[src/rtl/vga_scan_gen_if.sv]
// rtl/vga_scan_gen_if.sv - endpoint update handshake between game logic and scan generator
interface vga_scan_gen_if;
    logic       upd_valid;
    logic [9:0] upd_x1;
    logic [9:0] upd_y1;
    logic [9:0] upd_x2;
    logic [9:0] upd_y2;
    logic       upd_ready;

    modport master (
        output upd_valid,
        output upd_x1,
        output upd_y1,
        output upd_x2,
        output upd_y2,
        input  upd_ready
    );

    modport slave (
        input  upd_valid,
        input  upd_x1,
        input  upd_y1,
        input  upd_x2,
        input  upd_y2,
        output upd_ready
    );
endinterface

[src/rtl/vga_scan_gen.sv]
// rtl/vga_scan_gen.sv - raster scan generator with frame-committed line endpoints
module vga_scan_gen #(
    parameter int H_VIS  = 640,
    parameter int H_FP   = 16,
    parameter int H_SYNC = 96,
    parameter int H_BP   = 48,
    parameter int V_VIS  = 480,
    parameter int V_FP   = 10,
    parameter int V_SYNC = 2,
    parameter int V_BP   = 33
) (
    input  logic           clk,
    input  logic           rst,
    vga_scan_gen_if.slave  upd,
    output logic [9:0]     x,
    output logic [9:0]     y,
    output logic           pix_en,
    output logic           hsync,
    output logic           vsync,
    output logic           de,
    output logic           frame_rst,
    output logic [9:0]     x1,
    output logic [9:0]     y1,
    output logic [9:0]     x2,
    output logic [9:0]     y2
);

    localparam int H_TOT = H_VIS + H_FP + H_SYNC + H_BP;
    localparam int V_TOT = V_VIS + V_FP + V_SYNC + V_BP;

    localparam logic [9:0] H_LAST = 10'(H_TOT - 1);
    localparam logic [9:0] V_LAST = 10'(V_TOT - 1);
    localparam logic [9:0] HS_BEG = 10'(H_VIS + H_FP);
    localparam logic [9:0] HS_END = 10'(H_VIS + H_FP + H_SYNC - 1);
    localparam logic [9:0] VS_BEG = 10'(V_VIS + V_FP);
    localparam logic [9:0] VS_END = 10'(V_VIS + V_FP + V_SYNC - 1);
    localparam logic [9:0] X_VIS  = 10'(H_VIS);
    localparam logic [9:0] Y_VIS  = 10'(V_VIS);
    localparam logic [9:0] X_MAX  = 10'(H_VIS - 1);
    localparam logic [9:0] Y_MAX  = 10'(V_VIS - 1);

    logic       ph;
    logic [9:0] x_nxt;
    logic [9:0] y_nxt;
    logic       commit_edge;
    logic       take;
    logic       pend;
    logic       pend_nxt;
    logic       ready_q;
    logic [9:0] p_x1;
    logic [9:0] p_y1;
    logic [9:0] p_x2;
    logic [9:0] p_y2;

    function automatic logic [9:0] clamp(input logic [9:0] v, input logic [9:0] lim);
        return (v > lim) ? lim : v;
    endfunction

    assign pix_en        = ph;
    assign upd.upd_ready = ready_q;
    assign take          = upd.upd_valid & ready_q;

    // Next scan position; decodes are taken from these so they line up with x/y.
    always_comb begin
        x_nxt = x;
        y_nxt = y;
        if (ph) begin
            if (x == H_LAST) begin
                x_nxt = '0;
                y_nxt = (y == V_LAST) ? '0 : y + 10'd1;
            end else begin
                x_nxt = x + 10'd1;
            end
        end
        commit_edge = ph & (x_nxt == H_LAST) & (y_nxt == V_LAST);
        pend_nxt    = pend;
        if (take) begin
            pend_nxt = 1'b1;
        end else if (commit_edge) begin
            pend_nxt = 1'b0;
        end
    end

    // Pixel divider, scan counters and registered sync/enable decodes.
    always_ff @(posedge clk or negedge rst) begin
        if (!rst) begin
            ph        <= 1'b0;
            x         <= '0;
            y         <= '0;
            hsync     <= 1'b1;
            vsync     <= 1'b1;
            de        <= 1'b1;
            frame_rst <= 1'b0;
        end else begin
            ph        <= ~ph;
            x         <= x_nxt;
            y         <= y_nxt;
            hsync     <= !((x_nxt >= HS_BEG) && (x_nxt <= HS_END));
            vsync     <= !((y_nxt >= VS_BEG) && (y_nxt <= VS_END));
            de        <= (x_nxt < X_VIS) && (y_nxt < Y_VIS);
            frame_rst <= (x_nxt == H_LAST) && (y_nxt == V_LAST);
        end
    end

    // Accept one clamped update per frame and commit it on the frame boundary.
    always_ff @(posedge clk or negedge rst) begin
        if (!rst) begin
            pend    <= 1'b0;
            ready_q <= 1'b1;
            p_x1    <= '0;
            p_y1    <= '0;
            p_x2    <= '0;
            p_y2    <= '0;
            x1      <= '0;
            y1      <= '0;
            x2      <= '0;
            y2      <= '0;
        end else begin
            pend    <= pend_nxt;
            ready_q <= !pend_nxt;
            if (commit_edge && pend) begin
                x1 <= p_x1;
                y1 <= p_y1;
                x2 <= p_x2;
                y2 <= p_y2;
            end
            if (take) begin
                p_x1 <= clamp(upd.upd_x1, X_MAX);
                p_y1 <= clamp(upd.upd_y1, Y_MAX);
                p_x2 <= clamp(upd.upd_x2, X_MAX);
                p_y2 <= clamp(upd.upd_y2, Y_MAX);
            end
        end
    end

endmodule

[src/flat_wrapper.sv]
// flat-port wrapper written by rule: the top's interface ports become plain ports
module vga_scan_gen_flat 
#(
    parameter int H_VIS  = 640,
    parameter int H_FP   = 16,
    parameter int H_SYNC = 96,
    parameter int H_BP   = 48,
    parameter int V_VIS  = 480,
    parameter int V_FP   = 10,
    parameter int V_SYNC = 2,
    parameter int V_BP   = 33
)
  (clk, rst, x, y, pix_en, hsync, vsync, de, frame_rst, x1, y1, x2, y2, upd_upd_valid, upd_upd_x1, upd_upd_y1, upd_upd_x2, upd_upd_y2, upd_upd_ready);
  vga_scan_gen_if upd_i ();
  input  logic clk;
  input  logic rst;
  output logic [9:0] x;
  output logic [9:0] y;
  output logic pix_en;
  output logic hsync;
  output logic vsync;
  output logic de;
  output logic frame_rst;
  output logic [9:0] x1;
  output logic [9:0] y1;
  output logic [9:0] x2;
  output logic [9:0] y2;
  input wire logic [$bits(upd_i.upd_valid)-1:0] upd_upd_valid;
  input wire logic [$bits(upd_i.upd_x1)-1:0] upd_upd_x1;
  input wire logic [$bits(upd_i.upd_y1)-1:0] upd_upd_y1;
  input wire logic [$bits(upd_i.upd_x2)-1:0] upd_upd_x2;
  input wire logic [$bits(upd_i.upd_y2)-1:0] upd_upd_y2;
  output wire logic [$bits(upd_i.upd_ready)-1:0] upd_upd_ready;
  assign upd_i.upd_valid = upd_upd_valid;
  assign upd_i.upd_x1 = upd_upd_x1;
  assign upd_i.upd_y1 = upd_upd_y1;
  assign upd_i.upd_x2 = upd_upd_x2;
  assign upd_i.upd_y2 = upd_upd_y2;
  assign upd_upd_ready = upd_i.upd_ready;
  vga_scan_gen #(.H_VIS(H_VIS), .H_FP(H_FP), .H_SYNC(H_SYNC), .H_BP(H_BP), .V_VIS(V_VIS), .V_FP(V_FP), .V_SYNC(V_SYNC), .V_BP(V_BP)) u_core (.clk(clk), .rst(rst), .upd(upd_i), .x(x), .y(y), .pix_en(pix_en), .hsync(hsync), .vsync(vsync), .de(de), .frame_rst(frame_rst), .x1(x1), .y1(y1), .x2(x2), .y2(y2));
endmodule
[config.mk]
export PLATFORM = sky130hd
export DESIGN_NAME = vga_scan_gen_flat
export DESIGN_NICKNAME = d
export VERILOG_FILES = /design/src/rtl/vga_scan_gen_if.sv /design/src/rtl/vga_scan_gen.sv /design/src/flat_wrapper.sv
export SDC_FILE = /design/constraint.sdc
export NUM_CORES = 1
export LEC_CHECK = 0
export BUFFER_PORTS_ARGS = -buffer_cell sky130_fd_sc_hd__buf_2
export CORE_ASPECT_RATIO = 1.2
export CORE_MARGIN = 3
export CORE_UTILIZATION = 48
export CTS_BUF_LIST = sky130_fd_sc_hd__clkbuf_4 sky130_fd_sc_hd__clkbuf_8
export CTS_CLUSTER_DIAMETER = 40
export DETAILED_ROUTE_END_ITERATION = 10
export PLACE_DENSITY_LB_ADDON = 0.15
export SLEW_MARGIN = 20
export SYNTH_ARGS = -nofsm -noshare
export SYNTH_HDL_FRONTEND = slang
export SYNTH_SLANG_ARGS = --single-unit
[constraint.sdc]
create_clock -name clk -period 8.7 [get_ports clk]
set_input_delay 0.87 -clock clk [delete_from_list [all_inputs] [get_ports clk]]
set_output_delay 0.87 -clock clk [all_outputs]
set_load 0.01 [all_outputs]
==> impl_metrics.json, run 1 <==
{
  "outcome": "finished clean",
  "period_minus_slack_ns": 3.56,
  "setup_violations": 0,
  "viasPerCell": 5.42,
  "final_layout_size_suffix_gt1_share_pct": 36.8,
  "vias": 3225,
  "top_layer": "met4",
  "syn_to_final_growth_pct": 19.1,
  "die_x_um": 94.6,
  "cts_buffers": 9,
  "path_cells": "ha_1 -> nand4_1 -> nor3_1 -> or4b_2 -> a211o_1 -> nor4_4 -> buf_4 -> mux2_2",
  "clockBufferDepth": 2,
  "report.power.total_mw": 1.01,
  "core_area_mm2": 0.00913,
  "grt_pass1_wl_mm": 15.6,
  "cp-start-kind": "flop",
  "wl_met2_mm": 4.69,
  "drtIter0Drc": 112,
  "synth-seq-cells": 107,
  "clock_skew_ns": 0.00775,
  "fmax_ghz": 0.281,
  "holdWs_ns": 0.467,
  "cpMaxStageDelayCell": "or4b_2",
  "drc": 0,
  "path_max_fanout": 40,
  "synth.net_count": 411,
  "p_sw_share_pct": 22.0,
  "setup_tns_ns": 0,
  "totalWireLength_mm": 9.51,
  "insertion_delay_ns": 0.37,
  "overflow": 0,
  "cts_root_buffer": "clkbuf_8",
  "critPathMaxStageDelay_ns": 0.67,
  "area.sequential_mm2": 0.00268,
  "leakagePower_nw": 2.70,
  "nFillCells": 825,
  "p_seq_share_pct": 56.4,
  "drtAntennaViolNets": 0,
  "place_area_mm2": 0.00514,
  "yosysUniqueCellTypes": 52,
  "grt_max_degree": 65,
  "cts_setup_buffers": 0,
  "grt_pass1_vias": 3246,
  "dieArea_mm2": 0.0106,
  "avgSynthCellArea_um2": 12.4,
  "tightestPinTransition_ns": 0.942,
  "intPower_uw": 791,
  "yosysSeqAreaShare_pct": 59.3,
  "cts.repair.resized": 0,
  "cellPowerDensity_mw_per_mm2": 188,
  "place_inst": 579,
  "syn-cell-area_mm2": 0.00453,
  "timing.final.max_slew_violations": 0,
  "io_pins": 109,
  "multi_input_area_mm2": 0.00171,
  "comb_power_share_pct": 7.8,
  "grt_setup_unrepaired": "false",
  "row_count": 38,
  "place_hpwl_mm": 6.76,
  "die_h_um": 112,
  "cp_top_family": "simple AND/OR/NAND/NOR gates",
  "cts_tree": "done",
  "antenna_found_initial": 0,
  "syn_inst": 365,
  "synth_ff_type": "dfrtp_1",
  "crit_type": "reg -> reg",
  "relSlewSlack_pct": 36.7,
  "ys_warn_count": 0,
  "synth_edf_count": 0,
  "numPortBuffers": 108,
  "gp_congestion": 0.833,
  "pre_cts_ws_ns": 5.14,
  "cp-end-kind": "flop",
  "hold_violations": 0,
  "wl_met3_um": 481,
  "postLayoutCellArea_mm2": 0.00539,
  "period_share_pct": 40.9,
  "diodes": 0,
  "critPathRequiredTime_ns": 8.96,
  "wl_met1_mm": 4.07,
  "async_flop_share_pct": 100,
  "fin_cells": 595,
  "final_util_pct": 59.1,
  "clkSinkCount": 107,
  "drv_cap": 0,
  "nNetsFinal": 516,
  "initial_core_util_pct": 49.6,
  "wire_per_inst_um": 16.0,
  "hp-class": "in -> async",
  "cts_max_level": 3,
  "critPathBufInv": 1,
  "track_usage_pct": 18.7,
  "worst_slack_ns": 5.14,
  "clkTransAtPathRegs_ns": 0.10,
  "dr.pass1.iters": 4,
  "ir_drop_mv": 0.0744,
  "hold_buffers": 0,
  "crit_arrival_ns": 3.82,
  "switching_power_uw": 224,
  "power_frac_clock_pct": 35.8
}
cells in the final DEF, fill, tap and decap left out, drive strengths merged, types with 10 or more instances in the layout:
cell	Yosys	final
mux2	40	40
clkbuf	9	10
nor2	12	12
nand2	41	41
nand3	11	11
buf	8	111
o21ai	15	15
dfrtp	103	103
o22a	24	24
kinds of logic after synthesis:
group / count (synthesis) / synth area share, %
AND/OR/NAND/NOR: 114 / 13.7
XOR/XNOR: 12 / 2.32
adder cells (fa/ha/maj): 3 / 0.830
buffers and inverters: 25 / 2.85
multiplexers: 43 / 10.6
flip-flops: 107 / 59.3
AO/OA/AOI/OAI: 61 / 10.4
Yosys cell counts, drive strengths merged (2+ instances only):
library cell	count	area [µm²]
o21a	2	15.0
clkbuf	9	33.8
nand2b	3	18.8
nand2	41	154
buf	8	65.1
and4	3	26.3
or4b	3	33.8
ha	3	37.5
o211ai	3	22.5
mux2i	3	30.0
inv	8	30.0
nand4b	3	26.3
nand4	9	56.3
or3	3	18.8
o22a	24	210
nand3b	4	30.0
and2	3	18.8
nor4	3	33.8
and3	4	25.0
o31ai	4	43.8
nor2	12	45.0
a32o	2	20.0
mux2	40	450
xor2	6	52.6
a31oi	2	12.5
dfrtp	103	2580
xnor2	6	52.6
nand3	11	55.1
dfstp	4	105
nor3b	2	15.0
o21ai	15	75.1
nor3	6	30.0
power by group through the flow:
stage | combinational (mW) | clock, mW | sequential [mW]
2_1_floorplan | 0.0515 | 0 | 0.576
3_3_place_gp | 0.0785 | 0 | 0.579
3_5_place_dp | 0.0814 | 0 | 0.582
4_1_cts | 0.0817 | 0.375 | 0.572
5_1_grt | 0.0905 | 0.394 | 0.580
6_report | 0.0791 | 0.363 | 0.572
area by class of cell:
cell class | count | share of cell area (%)
inverters | 8 | 0.557
clock inverters | 6 | 2.07
multi-input cells | 233 | 31.8
flip-flops and latches | 107 | 49.8
well taps | 120 | 2.78
repair buffers | 111 | 10.5
clock buffers | 10 | 2.55
path summary, 6_finish.rpt:
path	from	endpoint	slack, ns	depth (start not counted)
worst max-delay path	u_core.x[0]	u_core.y2[9]	5.14	8
max in group asynchronous	rst	u_core.p_x1[0]	7.06	2
worst min-delay path	rst	u_core.p_x2[4]	0.47	1
min in group clk	u_core.p_y2[7]	u_core.p_y2[7]	0.47	2
worst max register to register	u_core.x[0]	u_core.y2[9]	5.14	8
worst min register to register	u_core.p_y2[7]	u_core.p_y2[7]	0.47	2
flip-flops by register name, indices dropped and copies added (netlist names):
register / flops
u_core.de: 1
u_core.frame_rst: 1
u_core.y: 10
u_core.p_x2: 10
u_core.y2: 10
u_core.pix_en: 1
u_core.p_x1: 10
u_core.p_y1: 10
u_core.vsync: 1
u_core.x2: 10
u_core.y1: 10
u_core.x: 10
u_core.upd.upd_ready: 1
u_core.x1: 10
u_core.pend: 1
u_core.p_y2: 10
u_core.hsync: 1
metal layers:
layer | GRT usage (%) | vias to the layer above
met5 | 0 | -
met4 | 10.3 | 0
met3 | 2.82 | 19
met2 | 30.5 | 93
met1 | 23.8 | 1587
li1 | - | 1526
Power figures use the tool's default switching activity.
==> run 2: changes to the inputs <==
==> constraint.sdc (replaced) <==
create_clock -name clk -period 3.4 [get_ports clk]
set_input_delay 0.34 -clock clk [delete_from_list [all_inputs] [get_ports clk]]
set_output_delay 0.34 -clock clk [all_outputs]
set_load 0.01 [all_outputs]
==> impl_metrics.json, run 2 (synthesis results as in run 1) <==
{
  "clkSinkCount": 107,
  "setup_tns_ns": 0,
  "cp-end-kind": "flop",
  "dr.pass1.iters": 4,
  "grt_pass1_wl_mm": 16.3,
  "relSlewSlack_pct": 67.4,
  "row_count": 38,
  "layout_commonest_cell": "buf_2",
  "nFillCells": 808,
  "r2r-end": "u_core.y2[5]",
  "track_usage_pct": 19.7,
  "die_x_um": 94.6,
  "io_pins": 109,
  "initial_core_util_pct": 49.6,
  "r2r_slack_ns": 0.18,
  "hold_violations": 0,
  "place_hpwl_mm": 6.95,
  "path_cells": "ha_1 -> nand4_1 -> nor3_1 -> or4b_2 -> a211o_1 -> nor4_4 -> buf_12 -> mux2_2",
  "cpMaxStageDelayCell": "or4b_2",
  "nNetsFinal": 523,
  "clock_skew_ns": 0.0110,
  "place_inst": 584,
  "timing.final.max_slew_violations": 0,
  "drtIter0Drc": 124,
  "crit_arrival_ns": 3.48,
  "viasPerCell": 5.54,
  "postLayoutCellArea_mm2": 0.00543,
  "cts_buffers": 9,
  "cp-start-kind": "flop",
  "wire_per_inst_um": 16.4,
  "tightestPinTransition_ns": 0.485,
  "cts_max_level": 3,
  "grt_pass1_vias": 3366,
  "cts_tree": "done",
  "fmax_ghz": 0.311,
  "die_h_um": 112,
  "syn_to_final_growth_pct": 20.1,
  "holdPathStages": 2,
  "dieArea_mm2": 0.0106,
  "r2r_cells": 8,
  "cts_root_buffer": "clkbuf_8",
  "path_max_fanout": 40,
  "critPathMaxStageDelay_ns": 0.65,
  "cts_setup_buffers": 0,
  "drc": 0,
  "setup_violations": 0,
  "place_area_mm2": 0.00519,
  "hp-class": "in -> reg",
  "area.sequential_mm2": 0.00268,
  "overflow": 0,
  "cellPowerDensity_mw_per_mm2": 452,
  "crit_type": "reg -> reg",
  "insertion_delay_ns": 0.37,
  "drtAntennaViolNets": 0,
  "period_share_pct": 94.7,
  "clkTransAtPathRegs_ns": 0.10,
  "grt_max_degree": 82,
  "clockBufferDepth": 2,
  "gp_congestion": 0.795,
  "drv_cap": 0,
  "multi_input_area_mm2": 0.00172,
  "numPortBuffers": 108,
  "leakagePower_nw": 2.73,
  "period_minus_slack_ns": 3.22,
  "final_cell_mix": "buf_2, dfrtp_1, nand2_1, mux2_2, o22a_1",
  "vias": 3338,
  "hold_end": "u_core.p_y2[1]",
  "totalWireLength_mm": 9.89,
  "final_layout_size_suffix_gt1_share_pct": 37.8,
  "antenna_found_initial": 0,
  "core_area_mm2": 0.00913,
  "grt_setup_unrepaired": "false",
  "diodes": 0,
  "outcome": "finished clean",
  "ir_drop_mv": 0.185,
  "fin_cells": 602,
  "critPathRequiredTime_ns": 3.66,
  "r2r_start": "u_core.x[1]",
  "hp-start": "upd_upd_y2[1]"
}
## run 2: cell types whose count changed in the layout (fill, tap and decap cells not counted)
cell	previous run	this run
clkinvlp_4	1	0
buf_4	4	8
clkinv_4	0	2
or3_1	3	2
or3_4	0	1
clkbuf_8	10	9
dlygate4sd3_1	0	1
buf_16	0	1
inv_6	1	2
bufinv_16	3	1
buf_12	0	1
clkinv_2	1	2
## run 2: final cells by class
class                   instances  area share [%]
well taps                     120            2.76
multi-input cells             233            31.6
flip-flops and latches        107            49.4
clock inverters                 7            1.38
repair buffers                118            12.0
inverters                       8           0.553
clock buffers                   9            2.28
## run 2: repair_timing
action | in CTS | in global routing
setup endpoints to repair | 0 | 40
hold endpoints to repair | 0 | 23
hold buffers | 0 | 1
gates resized for setup | 0 | 1
## run 2: per-layer routing
metal | GRT usage [%] | routed length [µm]
met1 | 24.4 | 4040
met2 | 32.7 | 5060
met3 | 4.76 | 552
met4 | 8.08 | 233
met5 | 0 | 0
## run 2: how the worst max path moves through the flow
stage,endpoint,slack [ns],cells after the start,startpoint
after floorplan,u_core.x1[0],0.27,8,u_core.x[0]
after global placement,u_core.x1[5],0.28,7,u_core.x[5]
after detailed placement,u_core.x1[9],0.19,8,u_core.x[1]
after CTS,u_core.x1[9],0.16,8,u_core.x[1]
after global routing,u_core.y2[9],0.04,8,u_core.x[1]
final,u_core.y2[5],0.18,8,u_core.x[1]
## run 2: worst max-delay path, delay by kind of cell, from the launching register on
family | cells | cell delay [ns]
AOI/OAI and AO/OA | 1 | 0.35
adders and majority gates | 1 | 0.25
buffers and inverters | 1 | 0.27
DFF | 1 | 0.44
muxes | 1 | 0.37
and+or+nand+nor | 4 | 1.40
## run 2: report_power, final
part | internal [mW] | total [mW] | leakage (nW) | switching (mW)
sequential | 1.40 | 1.47 | 1.36 | 0.0640
clock | 0.346 | 0.777 | 0.104 | 0.431
combinational | 0.117 | 0.211 | 1.27 | 0.0937
total | 1.87 | 2.45 | 2.73 | 0.589
## run 2: stage by stage
stage                     worst slack [ns]  total power, mW  hold WS [ns]  util, %
after floorplan                      0.267             1.60        0.0444        -
after global placement               0.283             1.68         0.445     56.9
after detailed placement             0.187             1.70         0.453     56.9
after CTS                            0.159             2.48         0.155     59.1
after global routing                0.0421             2.59         0.153     59.5
final                                0.181             2.45         0.173     59.5
